## src/rtl/spi_pkg.sv

```systemverilog
// Shared encodings for the SPI arbiter: SPI modes, clock divider codes
// and the arbiter FSM state values.
package spi_pkg;

  // SPI mode encodings (CPOL/CPHA pairs as understood by spi_master)
  localparam logic [1:0] MODE0 = 2'd0;
  localparam logic [1:0] MODE1 = 2'd1;
  localparam logic [1:0] MODE2 = 2'd2;
  localparam logic [1:0] MODE3 = 2'd3;

  // spi_master clock divider codes
  localparam logic [1:0] DIV4  = 2'd0;
  localparam logic [1:0] DIV8  = 2'd1;
  localparam logic [1:0] DIV16 = 2'd2;
  localparam logic [1:0] DIV32 = 2'd3;

  // Arbiter FSM states
  localparam logic [2:0] ST_IDLE      = 3'd0;
  localparam logic [2:0] ST_LAUNCH    = 3'd1;
  localparam logic [2:0] ST_WAIT_BUSY = 3'd2;
  localparam logic [2:0] ST_WAIT_DONE = 3'd3;
  localparam logic [2:0] ST_RESP      = 3'd4;

endpackage

```

## src/rtl/rr_arbiter.sv

```systemverilog
// Combinational round-robin arbiter. The search starts at the position just
// above ptr and wraps, so the last winner has the lowest priority. The
// pointer register itself belongs to the parent.
module rr_arbiter
  import spi_pkg::*;
#(
  parameter int NREQ = 4,
  parameter int IDW  = 2
) (
  input  logic [NREQ-1:0] req,
  input  logic [IDW-1:0]  ptr,
  input  logic            en,
  output logic [NREQ-1:0] grant,
  output logic [IDW-1:0]  grant_idx,
  output logic            valid
);

  // Rotating priority search: first set request at (ptr+1), (ptr+2), ... mod NREQ
  always_comb begin
    logic           found_s;
    logic [IDW-1:0] pos_s;
    grant     = '0;
    grant_idx = '0;
    found_s   = 1'b0;
    pos_s     = '0;
    for (int off = 1; off <= NREQ; off++) begin
      pos_s = IDW'((int'(ptr) + off) % NREQ);
      if (en && !found_s && req[pos_s]) begin
        found_s        = 1'b1;
        grant[pos_s]   = 1'b1;
        grant_idx      = pos_s;
      end else begin
        found_s = found_s;
      end
    end
    valid = found_s;
  end

endmodule

```

## src/rtl/spi_arbiter.sv

```systemverilog
// Shares one spi_master between NREQ requesters. Round-robin grant, one byte
// per grant, per-requester mode/divider/slave select, and a timeout that
// resets a hung master and completes the transaction with err.
module spi_arbiter
  import spi_pkg::*;
#(
  parameter int NREQ    = 4,
  parameter int IDW     = 2,
  parameter int TIMEOUT = 1023,
  parameter int TOW     = 10
) (
  input  logic              clk,
  input  logic              rst,
  input  logic [NREQ-1:0]   req,
  input  logic [8*NREQ-1:0] req_tx,
  input  logic [2*NREQ-1:0] req_mode,
  input  logic [2*NREQ-1:0] req_clkdiv,
  output logic [NREQ-1:0]   ack,
  output logic              err,
  output logic [7:0]        rx_data,
  output logic [IDW-1:0]    grant_id,
  output logic              busy,
  output logic              m_start,
  output logic [1:0]        m_mode,
  output logic [1:0]        m_clkdiv,
  output logic [7:0]        m_tx,
  output logic              m_rst,
  input  logic              m_finish,
  input  logic [7:0]        m_rx,
  input  logic              m_ss,
  output logic [NREQ-1:0]   ss_out
);

  localparam logic [TOW-1:0] TO_LIM = TOW'(TIMEOUT);

  logic [2:0]      state_r;
  logic [IDW-1:0]  rr_r;
  logic [IDW-1:0]  grant_id_r;
  logic [NREQ-1:0] grant_oh_r;
  logic [1:0]      mode_r;
  logic [1:0]      clkdiv_r;
  logic [7:0]      tx_r;
  logic [7:0]      rx_r;
  logic [NREQ-1:0] ack_r;
  logic            err_r;
  logic            abort_r;
  logic            start_r;
  logic [TOW-1:0]  cnt_r;

  logic [NREQ-1:0] arb_grant_s;
  logic [IDW-1:0]  arb_idx_s;
  logic            arb_valid_s;
  logic [1:0]      sel_mode_s;
  logic [1:0]      sel_div_s;
  logic [7:0]      sel_tx_s;
  logic [TOW-1:0]  cnt_inc_s;
  logic            to_hit_s;

  rr_arbiter #(
    .NREQ (NREQ),
    .IDW  (IDW)
  ) u_rr (
    .req       (req),
    .ptr       (rr_r),
    .en        (state_r == ST_IDLE),
    .grant     (arb_grant_s),
    .grant_idx (arb_idx_s),
    .valid     (arb_valid_s)
  );

  // Select the candidate winner's configuration for loading at grant
  always_comb begin
    sel_mode_s = 2'b00;
    sel_div_s  = 2'b00;
    sel_tx_s   = 8'h00;
    for (int i = 0; i < NREQ; i++) begin
      if (arb_idx_s == IDW'(i)) begin
        sel_mode_s = req_mode[2*i +: 2];
        sel_div_s  = req_clkdiv[2*i +: 2];
        sel_tx_s   = req_tx[8*i +: 8];
      end else begin
        sel_mode_s = sel_mode_s;
      end
    end
  end

  // Timeout counter step; the limit is shared by WAIT_BUSY and WAIT_DONE
  always_comb begin
    cnt_inc_s = cnt_r + TOW'(1);
    to_hit_s  = (cnt_inc_s == TO_LIM);
  end

  // Arbitration FSM with registered master controls and responses
  always_ff @(posedge clk) begin
    if (rst) begin
      state_r    <= ST_IDLE;
      rr_r       <= IDW'(NREQ - 1);
      grant_id_r <= '0;
      grant_oh_r <= '0;
      mode_r     <= 2'b00;
      clkdiv_r   <= 2'b00;
      tx_r       <= 8'h00;
      rx_r       <= 8'h00;
      ack_r      <= '0;
      err_r      <= 1'b0;
      abort_r    <= 1'b0;
      start_r    <= 1'b0;
      cnt_r      <= '0;
    end else begin
      // one-cycle pulses default low
      ack_r   <= '0;
      err_r   <= 1'b0;
      abort_r <= 1'b0;
      start_r <= 1'b0;
      case (state_r)
        ST_IDLE: begin
          if (arb_valid_s) begin
            grant_id_r <= arb_idx_s;
            grant_oh_r <= arb_grant_s;
            rr_r       <= arb_idx_s;
            mode_r     <= sel_mode_s;
            clkdiv_r   <= sel_div_s;
            tx_r       <= sel_tx_s;
            start_r    <= 1'b1;
            cnt_r      <= '0;
            state_r    <= ST_LAUNCH;
          end else begin
            state_r <= ST_IDLE;
          end
        end
        ST_LAUNCH: begin
          cnt_r   <= '0;
          state_r <= ST_WAIT_BUSY;
        end
        ST_WAIT_BUSY: begin
          if (!m_finish) begin
            cnt_r   <= '0;
            state_r <= ST_WAIT_DONE;
          end else if (to_hit_s) begin
            // master never acknowledged the start: abort
            abort_r <= 1'b1;
            rx_r    <= 8'h00;
            err_r   <= 1'b1;
            ack_r   <= grant_oh_r;
            state_r <= ST_RESP;
          end else begin
            cnt_r <= cnt_inc_s;
          end
        end
        ST_WAIT_DONE: begin
          // completion wins over a coincident timeout
          if (m_finish) begin
            rx_r    <= m_rx;
            ack_r   <= grant_oh_r;
            state_r <= ST_RESP;
          end else if (to_hit_s) begin
            abort_r <= 1'b1;
            rx_r    <= 8'h00;
            err_r   <= 1'b1;
            ack_r   <= grant_oh_r;
            state_r <= ST_RESP;
          end else begin
            cnt_r <= cnt_inc_s;
          end
        end
        ST_RESP: begin
          state_r <= ST_IDLE;
        end
        default: begin
          state_r <= ST_IDLE;
        end
      endcase
    end
  end

  // Route the master's single select to the granted slave only while busy
  always_comb begin
    ss_out = '1;
    for (int i = 0; i < NREQ; i++) begin
      if (busy && (grant_id_r == IDW'(i))) begin
        ss_out[i] = m_ss;
      end else begin
        ss_out[i] = 1'b1;
      end
    end
  end

  assign busy     = (state_r != ST_IDLE);
  assign ack      = ack_r;
  assign err      = err_r;
  assign rx_data  = rx_r;
  assign grant_id = grant_id_r;
  assign m_start  = start_r;
  assign m_mode   = mode_r;
  assign m_clkdiv = clkdiv_r;
  assign m_tx     = tx_r;
  assign m_rst    = rst | abort_r;

endmodule
```

## config.mk

```make
export PLATFORM = sky130hd
export DESIGN_NAME = spi_arbiter
export DESIGN_NICKNAME = d
export VERILOG_FILES = /design/src/rtl/spi_pkg.sv /design/src/rtl/rr_arbiter.sv /design/src/rtl/spi_arbiter.sv
export SDC_FILE = /design/constraint.sdc
export NUM_CORES = 1
export LEC_CHECK = 0
export ABC_AREA = 1
export BUFFER_PORTS_ARGS = -buffer_cell sky130_fd_sc_hd__buf_2
export CORE_UTILIZATION = 46
export DETAILED_ROUTE_END_ITERATION = 8
export PLACE_DENSITY_LB_ADDON = 0.12
export SKIP_LAST_GASP = 1
export SYNTH_ARGS = -nofsm -noshare
export SYNTH_HDL_FRONTEND = slang
export SYNTH_SLANG_ARGS = --single-unit
```

## constraint.sdc

```tcl
create_clock -name clk -period 2.13 [get_ports clk]
set_input_delay 0.426 -clock clk [delete_from_list [all_inputs] [get_ports clk]]
set_output_delay 0.426 -clock clk [all_outputs]
set_load 0.01 [all_outputs]
```

==> summary.md, run 1 <==
| Metric | Value |
|---|---|
| Launching element type of the critical path | `flop` |
| Setup violators final | `0` |
| DPL Wire Length | `between 5000 and 6000 um` |
| Capture instance of the worst register-to-register path | `m_tx[0]` |
| Worst-margin pin slew | `351 ps` |
| Core area | `between 5000 and 6000 um^2` |
| Worst-case setup margin in the final layout | `roughly 38 ps` |
| Synthesis Warnings | `0` |
| GRT Resource Usage Total | `between 20% and 30%` |
| Latest clock arrival within the worst-skew pair | `just under 300 ps` |
| Share of the synthesized area in the top cell type | `roughly 33%` |
| Count of placed standard cells in the final layout, fillers left out | `627` |
| Max-cap violations | `0` |
| Stage delay of the slowest cell on the critical path | `340 ps` |
| Placer congestion estimate | `between 0.9 and 1` |
| Vias after detailed routing | `between 3000 and 4000` |
| Req. time, crit path | `about 2400 ps` |
| Minimum clock period | `2090 ps` |
| Die height | `~81 um` |
| Wire length of the first global-routing pass | `approximately 12000 um` |
| Synthesized Nets | `approximately 480` |
| Drt first pass iters | `4` |
| Leading cell types in the layout, fill and taps excluded | `buf_2, nand2_1, dfxtp_1` |
| Critical path type | `reg2reg` |
| Post-placement setup slack | `-46.3 ps` |
| Register-to-register setup slack | `~38 ps` |
| Gate count of the mapped netlist | `just over 400` |
| Critical Path Slowest Stage Cell | `dfxtp_2` |
| Max-slew violation count | `0` |
| Maximum fanout along the worst path | `6` |
| Unrepaired setup endpoints after global routing | `yes` |
| Cell Area, Synth | `a little under 3000 um^2` |
| Proportion of register bits with asynchronous set or reset after synthesis | `0%` |
| Crit. End Element | `flop` |
| Dpl cells | `600` |
| Clock H-tree levels | `2` |
| Number of buffers between clock root and the deepest sink | `2` |
| Initial Utilization | `48.1%` |
| Drt drc | `0` |
| Number of storage elements in the synthesis netlist | `47` |
| Number of antenna violations at the first check in global routing | `0` |
| Via count of the first global-routing pass | `about 3000` |
| Mean post-synth cell area | `between 6 and 7 um^2` |
| Grt met2 use | `a little over two fifths` |
| Class of the tightest hold or removal check | `in2reg` |
| Most common cell after layout, fill and taps aside | `buf_2` |
| Floorplan die width | `between 80 and 90 um` |
| Count of antenna diodes in the layout | `0` |
| Largest net degree at the start of global routing | `21` |
| Final hold violation count | `0` |
| Final ANT Viol Nets | `0` |
| Headroom to the max-slew limit | `about three quarters` |
| CP arrival | `about 2300 ps` |
| Clock tree from TritonCTS | `built` |
| Count of pins on the block boundary | `98` |
| Pwr Total | `0.00749 W` |
| Routed wire length | `around 8300 um` |
| Number of vias per cell | `about 5.3` |
| Root buffer selected by CTS | `clkbuf_8` |
| Clock skew | `5.86 ps` |
| Leakage power of the design | `1.92 nW` |
| Cell row count | `28` |
| Met3 Resource Use GR | `about 3.7%` |
| Library cell occupying the most area in the post-synthesis netlist | `dfxtp_1` |
| Status | `finished clean` |
| Hold-critical path endpoint | `rx_data[7]` |
| Number of clock sinks seen by CTS | `47` |
| Average routed wire per standard cell | `13.3 um` |
| Portion of the clock cycle consumed by the worst path in the final layout | `between 90% and 100%` |
| Cts-stage hold buffer count | `0` |
| Dominant cells by area after synthesis | `dfxtp_1, nand2_1, a21oi_1` |
| Area growth from synthesis to layout | `41.0%` |
| Cell chain of the critical path | `inv_2 > ha_4 > inv_4 > nand3_4 > nand2_4 > nand3_4 > nor2_4 > nand2_2 > nand2_4 > nand2_8 > buf_12 > nor2_4 > nand2_1 > nand3_1 > nand3_1 > a21oi_1` |
| Distinct cell type count of the synthesized netlist | `35` |
| Die Footprint | `6590 um^2` |
| Predominant post-synthesis flop cell | `dfxtp_1` |
| Clock-pin slew reported for the worst setup and hold paths after clock tree synthesis | `roughly 90 ps` |
| Number of buffers added on ports | `97` |
| Number of synthesized flops with an enable pin | `0` |
| Global routing met1 resource utilization | `about 30%` |
| Worst flop-to-flop path startpoint | `rr_r[1]` |
| Power per cell area | `between 1500 and 2000 nW/um^2` |
| Initial DRC Count | `~160` |
| Global routing's busiest layer | `met2` |
| Highest Clock Rate | `approximately 480 MHz` |
| Proportion of layout cells with a drive suffix above 1 | `41.8%` |
| Depth of the worst register-to-register path | `16` |
| Hold Path Origin | `m_rx[7]` |
| Number of clock buffers inserted by TritonCTS | `5` |
| Total congestion overflow | `0` |
| Sequential element share of the synthesized area | `roughly a third` |
| Hold path depth | `3` |
| Worst vdd ir | `around 1300 uV` |
| Final nets | `622` |
[worst max path at each step]
stage                 start           to  cells past startpoint  slack [ps]
global placement    rr_r[0]  grant_id[1]                     12          10
finish              rr_r[1]      m_tx[0]                     16          40
detailed placement  rr_r[0]  grant_id[1]                     12         -50
floorplan           rr_r[0]     cnt_r[6]                     17         0.7
CTS                 rr_r[1]  m_clkdiv[0]                     16          -9
global route        rr_r[1]     cnt_r[0]                     16        -100
[where the power goes]
group / switching, W / internal (W) / total (W)
registers: 0.000191 / 0.00117 / 0.00136
clock network: 0.000291 / 0.000255 / 0.000546
logic: 0.00324 / 0.00233 / 0.00558
total: 0.00373 / 0.00376 / 0.00749
[layout make-up]
class | instances | area (um^2)
well taps | 75 | 93.8
repair buffers | 143 | 878
fillers | 525 | 1930
repair inverters | 3 | 20.0
clock buffers | 6 | 82.6
inverters | 50 | 196
clock inverters | 1 | 5.00
multi-input cells | 302 | 1840
flip-flops and latches | 47 | 952
[Yosys cell counts, types with 2 or more instances]
master / number
nor2_2: 3
o22ai_1: 5
nand2_4: 5
nor2_4: 5
a21oi_1: 38
or2_2: 3
o21ai_1: 4
nor2_1: 21
buf_6: 5
nand2_2: 6
a21oi_2: 6
nand4_1: 25
inv_2: 5
nor3_1: 3
clkbuf_1: 6
o211ai_1: 2
clkinv_1: 2
nand3_2: 6
dfxtp_1: 47
ha_1: 6
nand2_1: 86
nand3_1: 32
xor2_1: 4
o21ai_0: 34
inv_1: 43
[critical path: cells and delay by family, from the launching register on]
kind                     cells  cell delay (ps)
AND/OR/NAND/NOR             11             1010
flip-flops                   1              340
adder cells (fa/ha/maj)      1              270
AO/OA/AOI/OAI                1              140
buffers and inverters        3              270
[registers in the layout (all words and copies together) (netlist names)]
register / flops
m_start: 1
abort_r: 1
grant_id: 2
grant_oh_r: 4
m_clkdiv: 2
rx_data: 8
cnt_r: 10
ack: 4
m_mode: 2
m_tx: 8
rr_r: 2
state_r: 3
[per-stage QoR]
stage               TNS [ps]  hold slack [ps]  utilization (%)  area, um^2
CTS                    -15.6              405             62.9        3770
finish                     0              411             67.8        4060
global route           -1500              414             67.8        4060
floorplan                  0              415                -        2900
global placement           0              430             60.6        3630
detailed placement      -178              432             60.6        3630
[repair_timing]
| action | 4_1_cts | 5_1_grt |
|---|---|---|
| setup endpoints to repair | 16 | 43 |
| gates resized for setup | 5 | 61 |
| gates cloned | 0 | 3 |
| pin swaps | 6 | 27 |
| setup buffers | 5 | 12 |
[routing by layer]
layer,wire [um],part of all wire (%)
met1,3620,44
met2,4150,50
met3,477,5.7
met4,64,0.77
met5,0,0
[cell families (layout without fill, tap and decap cells)]
group,after synthesis,in the layout,share of synthesized area (%)
buf+inv,63,203,9.68
simple gates,199,199,36.2
xor+xnor,5,5,1.52
compound gates,92,92,17.4
flops,47,47,32.6
fa+ha+maj,6,6,2.60
(Power assumes the default switching activity.)
==> run 2, diff against run 1 <==
--- a/config.mk
+++ b/config.mk
@@ -10,6 +10,7 @@
 export CORE_UTILIZATION = 46
 export DETAILED_ROUTE_END_ITERATION = 8
 export PLACE_DENSITY_LB_ADDON = 0.12
+export RECOVER_POWER = 100
 export SKIP_LAST_GASP = 1
 export SYNTH_ARGS = -nofsm -noshare
 export SYNTH_HDL_FRONTEND = slang
==> run 2 against run 1 <==
  * Count of clock-buffer cells in the layout stayed put
  * Non-clock buffer count stayed put
  * Hold slack worse by 1.7 ps
  * Global-route usage stayed put
==> summary.md, run 2 (synthesis results as in run 1) <==
| Metric | Value |
|---|---|
| Count of pins on the block boundary | `98 (unchanged)` |
| Worst-case setup margin in the final layout | `31.7 ps (-6.54 ps)` |
| Minimum clock period | `2100 ps (+6.54 ps)` |
| Largest net degree at the start of global routing | `21 (unchanged)` |
| Status | `finished clean` |
| Number of clock sinks seen by CTS | `47 (unchanged)` |
| Power per cell area | `1860 nW/um^2 (+0.71%)` |
| Area growth from synthesis to layout | `39.5%` |
| Most common cell after layout, fill and taps aside | `nand2_1` |
| Final hold violation count | `0 (unchanged)` |
| Unrepaired setup endpoints after global routing | `yes` |
| Register-to-register setup slack | `30 ps (about the same)` |
| Top delay family on crit path | `buffers and inverters` |
| Critical path type | `reg2reg` |
| Clock-pin slew reported for the worst setup and hold paths after clock tree synthesis | `90 ps (about the same)` |
| Worst-margin pin slew | `351 ps (+0.179 ps)` |
| Core area | `5990 um^2 (unchanged)` |
| Switching power | `0.00374 W (+0.47%)` |
| Max-slew violation count | `0 (unchanged)` |
| Clock tree from TritonCTS | `built` |
| Sum of buffers and inverters on the critical path | `6 (+3)` |
| Number of buffers between clock root and the deepest sink | `2 (unchanged)` |
| Headroom to the max-slew limit | `76.3% (about the same)` |
| Via count of the first global-routing pass | `2938 (unchanged)` |
| Post-Route Hold Slack | `410 ps (-1.73 ps)` |
| DPL Wire Length | `5770 um (unchanged)` |
| Root buffer selected by CTS | `clkbuf_8` |
| Latest clock arrival within the worst-skew pair | `300 ps (about the same)` |
| Routed wire length | `8330 um (+0.26%)` |
| Max-cap violations | `0 (unchanged)` |
| Placer congestion estimate | `0.915 (unchanged)` |
| Total congestion overflow | `0 (unchanged)` |
| Portion of the clock cycle consumed by the worst path in the final layout | `98.5% (+0.31 points)` |
| Count of antenna diodes in the layout | `0 (unchanged)` |
| Cell row count | `28 (unchanged)` |
| Number of buffers added on ports | `97 (unchanged)` |
| Setup violators final | `0 (unchanged)` |
| Sw Share | `50.2% (+0.40 points)` |
| Depth of the worst register-to-register path | `15 (-1)` |
| Stage delay of the slowest cell on the critical path | `340 ps (about the same)` |
| Die height | `81.2 um (unchanged)` |
| Final ANT Viol Nets | `0 (unchanged)` |
| Post-placement setup slack | `-46.3 ps (unchanged)` |
| Worst vdd ir | `1300 uV (+0.14%)` |
| Sequential Power Share | `18.3% (about the same)` |
| Worst flop-to-flop path startpoint | `rr_r[1]` |
| Cell internal power dissipation | `0.00372 W (-1.1%)` |
| Number of flip-flops under the largest register name | `10 (unchanged)` |
| Number of antenna violations at the first check in global routing | `0 (unchanged)` |
| Average routed wire per standard cell | `13.3 um (+0.26%)` |
| FILL cells | `543 (+3.4%)` |
| Leading cell types in the layout, fill and taps excluded | `nand2_1, buf_2, dfxtp_1` |
| Launching element type of the critical path | `flop` |
| Combinational share of power | `74.3% (-0.2 points)` |
| Clock skew | `9.54 ps (+3.69 ps)` |
| Critical Path Slowest Stage Cell | `dfxtp_2` |
| Crit. End Element | `flop` |
| Vias after detailed routing | `3327 (+0.15%)` |
| Initial DRC Count | `162 (unchanged)` |
| Die Footprint | `6590 um^2 (unchanged)` |
| Largest register by flop count | `cnt_r` |
| Class of the tightest hold or removal check | `in2reg` |
| Clock H-tree levels | `2 (unchanged)` |
| Proportion of layout cells with a drive suffix above 1 | `35.9% (-6.0 points)` |
| Drt drc | `0 (unchanged)` |
| Initial Utilization | `48.1% (unchanged)` |
| Req. time, crit path | `2320 ps (-40 ps)` |
| GRT Resource Usage Total | `23.9% (unchanged)` |
| CP arrival | `2290 ps (-30 ps)` |
| Floorplan die width | `81.2 um (unchanged)` |
| Clock power share | `7.3% (about the same)` |
| Maximum fanout along the worst path | `5 (-1)` |
| Launching instance or port of the critical path | `rr_r[1]` |
| Number of vias per cell | `5.31 (+0.15%)` |
| Leakage power of the design | `1.80 nW (-6.2%)` |
| Drt first pass iters | `6 (+2)` |
| Highest Clock Rate | `477 MHz (-0.31%)` |
| Final nets | `622 (unchanged)` |
| Critical Path Sink | `m_tx[7]` |
| Stages on worst setup path | `15 (-1)` |
| Capture instance of the worst register-to-register path | `m_tx[7]` |
| Wire length of the first global-routing pass | `12500 um (unchanged)` |
| Number of clock buffers inserted by TritonCTS | `5 (unchanged)` |
| Cell chain of the critical path | `inv_2 > ha_4 > inv_4 > nand3_2 > nand3_1 > nand2_1 > inv_2 > nand2_2 > nor2_4 > buf_4 > clkinvlp_4 > o21ai_0 > inv_1 > nand2_1 > a21oi_2` |
==> run 2: cell count changes in the layout (fill, tap and decap cells not counted) <==
cell	change
nor2_1	+1
clkbuf_4	+1
clkbuf_1	+32
buf_4	-1
nor2_2	-1
buf_2	-32
==> run 2: stage by stage <==
stage               power, W  util (%)  area (um^2)  cells  setup TNS, ps
floorplan            0.00466         -         2900    412              0
global placement     0.00578      60.6         3630    600              0
detailed placement   0.00587      60.6         3630    600           -178
CTS                  0.00658      62.9         3770    612          -15.6
global route         0.00808      67.1         4020    627          -1660
finish               0.00746      67.1         4020    627              0
==> run 2: layout make-up <==
class / count / area, um^2 / share of cell area [%]
Inverter: 50 / 196 / 4.88
Clock inverter: 1 / 5.00 / 0.124
Clock buffer: 6 / 82.6 / 2.05
Multi-Input combinational cell: 302 / 1830 / 45.6
Timing Repair Buffer: 143 / 838 / 20.8
Tap cell: 75 / 93.8 / 2.33
Sequential cell: 47 / 952 / 23.7
Timing Repair inverter: 3 / 20.0 / 0.498
==> run 2: tightest hold or removal path, cell delays in order <==
cell	delay, ps
buf_2	70
a21oi_1	50
a21oi_1	120
==> run 2: power by group through the flow <==
stage	combinational (W)	clock (W)	sequential, W
floorplan	0.00323	0	0.00143
global placement	0.00442	0	0.00136
detailed placement	0.00451	0	0.00136
CTS	0.00467	0.000564	0.00134
global route	0.00607	0.000601	0.00140
finish	0.00555	0.000547	0.00137
==> run 2: how the worst min path moves through the flow <==
| stage | from | endpoint | slack (ps) | depth (start not counted) |
|---|---|---|---|---|
| 5_1_grt | m_rx[7] | rx_data[7] | 410 | 3 |
| 4_1_cts | m_rx[7] | rx_data[7] | 410 | 3 |
| 6_report | m_rx[7] | rx_data[7] | 410 | 3 |
| 2_1_floorplan | grant_oh_r[0] | ack[0] | 420 | 2 |
| 3_3_place_gp | grant_oh_r[0] | ack[0] | 430 | 2 |
| 3_5_place_dp | grant_oh_r[0] | ack[0] | 430 | 2 |
==> run 2: timing repair <==
action                                  CTS  global route
endpoints found under the setup margin   16            43
gates resized for setup                   5            61
buffers inserted                          5            12
pin swaps                                 6            27
hold buffers                              0             0
gates cloned                              0             3
==> run 2: layer usage <==
metal / part of all wire [%] / track usage (%)
met1: 44 / 29.7
met2: 51 / 42.6
met3: 5.0 / 3.71
met4: 0.86 / 6.43
met5: 0 / 0
==> run 3, diff against run 2 <==
--- a/config.mk
+++ b/config.mk
@@ -7,7 +7,9 @@
 export LEC_CHECK = 0
 export ABC_AREA = 1
 export BUFFER_PORTS_ARGS = -buffer_cell sky130_fd_sc_hd__buf_2
-export CORE_UTILIZATION = 46
+export CELL_PAD_IN_SITES_DETAIL_PLACEMENT = 2
+export CELL_PAD_IN_SITES_GLOBAL_PLACEMENT = 2
+export CORE_UTILIZATION = 24
 export DETAILED_ROUTE_END_ITERATION = 8
 export PLACE_DENSITY_LB_ADDON = 0.12
 export RECOVER_POWER = 100
==> run 3 against run 2 <==
  * First-iteration DRC count shrank 48%
  * Register-to-register slack worse by 40 ps
  * Non-clock buffer count rose by 8
  * The flow now finishes with violations (DRC, setup timing)
  * Cell count increased by 12%
  * Critical path depth is the same
  * Highest routed layer unchanged
  * Combinational power up 1%
==> summary.md, run 3 (synthesis results as in run 1) <==
| Metric | Value |
|---|---|
| Status | `finished, violations left` |
| Violated checks | `DRC, setup timing` |
| Dpl cells | `673 (+12%)` |
| Most common cell after layout, fill and taps aside | `nand2_1` |
| Largest net degree at the start of global routing | `19 (-9.5%)` |
| Hold path depth | `2 (-1)` |
| Portion of the clock cycle consumed by the worst path in the final layout | `100% (+1.7 points)` |
| Final hold violation count | `0 (unchanged)` |
| Die Footprint | `12500 um^2 (+89%)` |
| Headroom to the max-slew limit | `77.0% (+0.66 points)` |
| Cell chain of the critical path | `inv_2 > ha_4 > inv_2 > nand3_4 > nand2_4 > inv_2 > nand4_1 > nand2_2 > nand2_2 > nand2_4 > buf_4 > o21ai_0 > nand3_2 > nand3_2 > a21oi_2` |
| Number of antenna violations at the first check in global routing | `0 (unchanged)` |
| Final total negative setup slack | `-9.18 ps (-9.18 ps)` |
| Post-placement setup slack | `-79.7 ps (-33.3 ps)` |
| Proportion of layout cells with a drive suffix above 1 | `36.4% (+0.51 points)` |
| Grt met2 use | `33.7% (-8.9 points)` |
| DPL Wire Length | `8470 um (+47%)` |
| Cts-stage hold buffer count | `0 (unchanged)` |
| Number of clock buffers inserted by TritonCTS | `5 (unchanged)` |
| Unrepaired setup endpoints after global routing | `yes` |
| Total congestion overflow | `0 (unchanged)` |
| Total placed instance area | `3740 um^2 (+3.0%)` |
| Via count of the first global-routing pass | `3613 (+23%)` |
| Die height | `112 um (+37%)` |
| Count of pins on the block boundary | `98 (unchanged)` |
| Post-route cell area | `4230 um^2 (+5.2%)` |
| Floorplan die width | `112 um (+37%)` |
| Req. time, crit path | `2320 ps (about the same)` |
| Drt first pass iters | `6 (unchanged)` |
| Met3 Resource Use GR | `4.41% (+0.70 points)` |
| Wire length of the first global-routing pass | `17900 um (+43%)` |
| Clock-pin slew reported for the worst setup and hold paths after clock tree synthesis | `70 ps (-20 ps)` |
| Worst vdd ir | `573 uV (-56%)` |
| Depth of the worst register-to-register path | `15 (unchanged)` |
| Core area | `11600 um^2 (+93%)` |
| Initial DRC Count | `84 (-48%)` |
| Clock H-tree levels | `2 (unchanged)` |
| Class of the tightest hold or removal check | `in2reg` |
| Final nets | `627 (+0.80%)` |
| Stage delay of the slowest cell on the critical path | `330 ps (about the same)` |
| CP arrival | `2320 ps (+30 ps)` |
| Stages on worst setup path | `15 (unchanged)` |
| Worst-margin pin slew | `342 ps (-9.78 ps)` |
| Vias after detailed routing | `3347 (+0.60%)` |
| Global routing met1 resource utilization | `20.5% (-9.3 points)` |
| Launching element type of the critical path | `flop` |
| Max-cap violations | `0 (unchanged)` |
| Most used cell, CP | `inv_2` |
| Number of flip-flops under the largest register name | `10 (unchanged)` |
| Root buffer selected by CTS | `clkbuf_16` |
| Crit. End Element | `flop` |
| GRT Resource Usage Total | `18.3% (-5.6 points)` |
| Global routing's busiest layer | `met2` |
| Pwr Total | `0.00797 W (+6.8%)` |
| Register-to-register setup slack | `-5 ps (-40 ps)` |
| Cell row count | `39 (+39%)` |
| Max-slew violation count | `0 (unchanged)` |
| Routed wire length | `11200 um (+34%)` |
| Number of buffers added on ports | `97 (unchanged)` |
| Clock tree from TritonCTS | `built` |
| Highest Clock Rate | `468 MHz (-1.7%)` |
| Sum of buffers and inverters on the critical path | `4 (-2)` |
| Largest register by flop count | `cnt_r` |
| Power per cell area | `1880 nW/um^2 (+1.5%)` |
| Number of buffers between clock root and the deepest sink | `2 (unchanged)` |
| Latest clock arrival within the worst-skew pair | `300 ps (about the same)` |
| Count of placed standard cells in the final layout, fillers left out | `701 (+12%)` |
| Worst-case setup margin in the final layout | `-4.66 ps (-36.4 ps)` |
| Number of clock sinks seen by CTS | `47 (unchanged)` |
| Critical Path Slowest Stage Cell | `dfxtp_2` |
| Critical path type | `reg2reg` |
| Clock skew | `3.58 ps (-5.96 ps)` |
| Placer congestion estimate | `0.796 (-13%)` |
| Initial Utilization | `24.9% (-23 points)` |
| Top delay family on crit path | `simple AND/OR/NAND/NOR gates` |
| Average routed wire per standard cell | `15.9 um (+20%)` |
| Maximum fanout along the worst path | `5 (unchanged)` |
| Count of antenna diodes in the layout | `0 (unchanged)` |
| Area growth from synthesis to layout | `46.8%` |
| Minimum clock period | `2130 ps (+36.4 ps)` |
| Leakage power of the design | `1.88 nW (+4.5%)` |
| Leading cell types in the layout, fill and taps excluded | `nand2_1, buf_2, buf_4` |
| Final ANT Viol Nets | `0 (unchanged)` |
| Drt drc | `3 (+3)` |
| Number of vias per cell | `4.77 (-10%)` |
| Setup violators final | `3 (+3)` |
run 3: what timing repair did:
action	CTS	global route
buffers inserted	9	10
gates cloned	1	0
resized for setup	14	46
pin swaps	9	20
setup endpoints to repair	23	39
run 3: layout make-up:
type | instances | area (um^2)
clock buffers | 6 | 139
well taps | 143 | 179
multi-input cells | 302 | 1860
clock inverters | 2 | 35.0
flip-flops and latches | 47 | 952
repair buffers | 151 | 880
inverters | 50 | 190
fillers | 1396 | 7330
run 3: report_power, final:
part,switching (W),total (W),internal [W]
combinational,0.00338,0.00563,0.00225
sequential,0.000203,0.00138,0.00117
clock,0.000376,0.000961,0.000585
run 3: per-layer routing:
| metal | wire length, um | vias to the layer above |
|---|---|---|
| met5 | 0 | - |
| met4 | 188 | 0 |
| met3 | 450 | 9 |
| met2 | 5850 | 63 |
| met1 | 4680 | 1602 |
| li1 | - | 1673 |
run 3: path summary, 6_finish.rpt:
path | endpoint | startpoint
hold reg to reg | ack[0] | grant_oh_r[0]
setup reg to reg | m_tx[0] | rr_r[1]
hold / removal | abort_r | rst
setup / recovery | m_tx[0] | rr_r[1]
run 3: metrics by stage:
step                util, %  hold slack, ps
floorplan                 -             415
global placement       32.3             432
detailed placement     32.3             435
CTS                    34.9             344
global route           36.6             349
finish                 36.6             341
run 3: worst reg2reg max path, stage by stage, from the launching register on:
cell     delay [ps]
dfxtp_2         330
inv_2            50
ha_4            260
inv_2           100
nand3_4         100
nand2_4          90
inv_2            40
nand4_1         170
nand2_2         110
nand2_2          90
nand2_4          90
buf_4           170
o21ai_0         210
nand3_2         100
nand3_2          70
a21oi_2          50
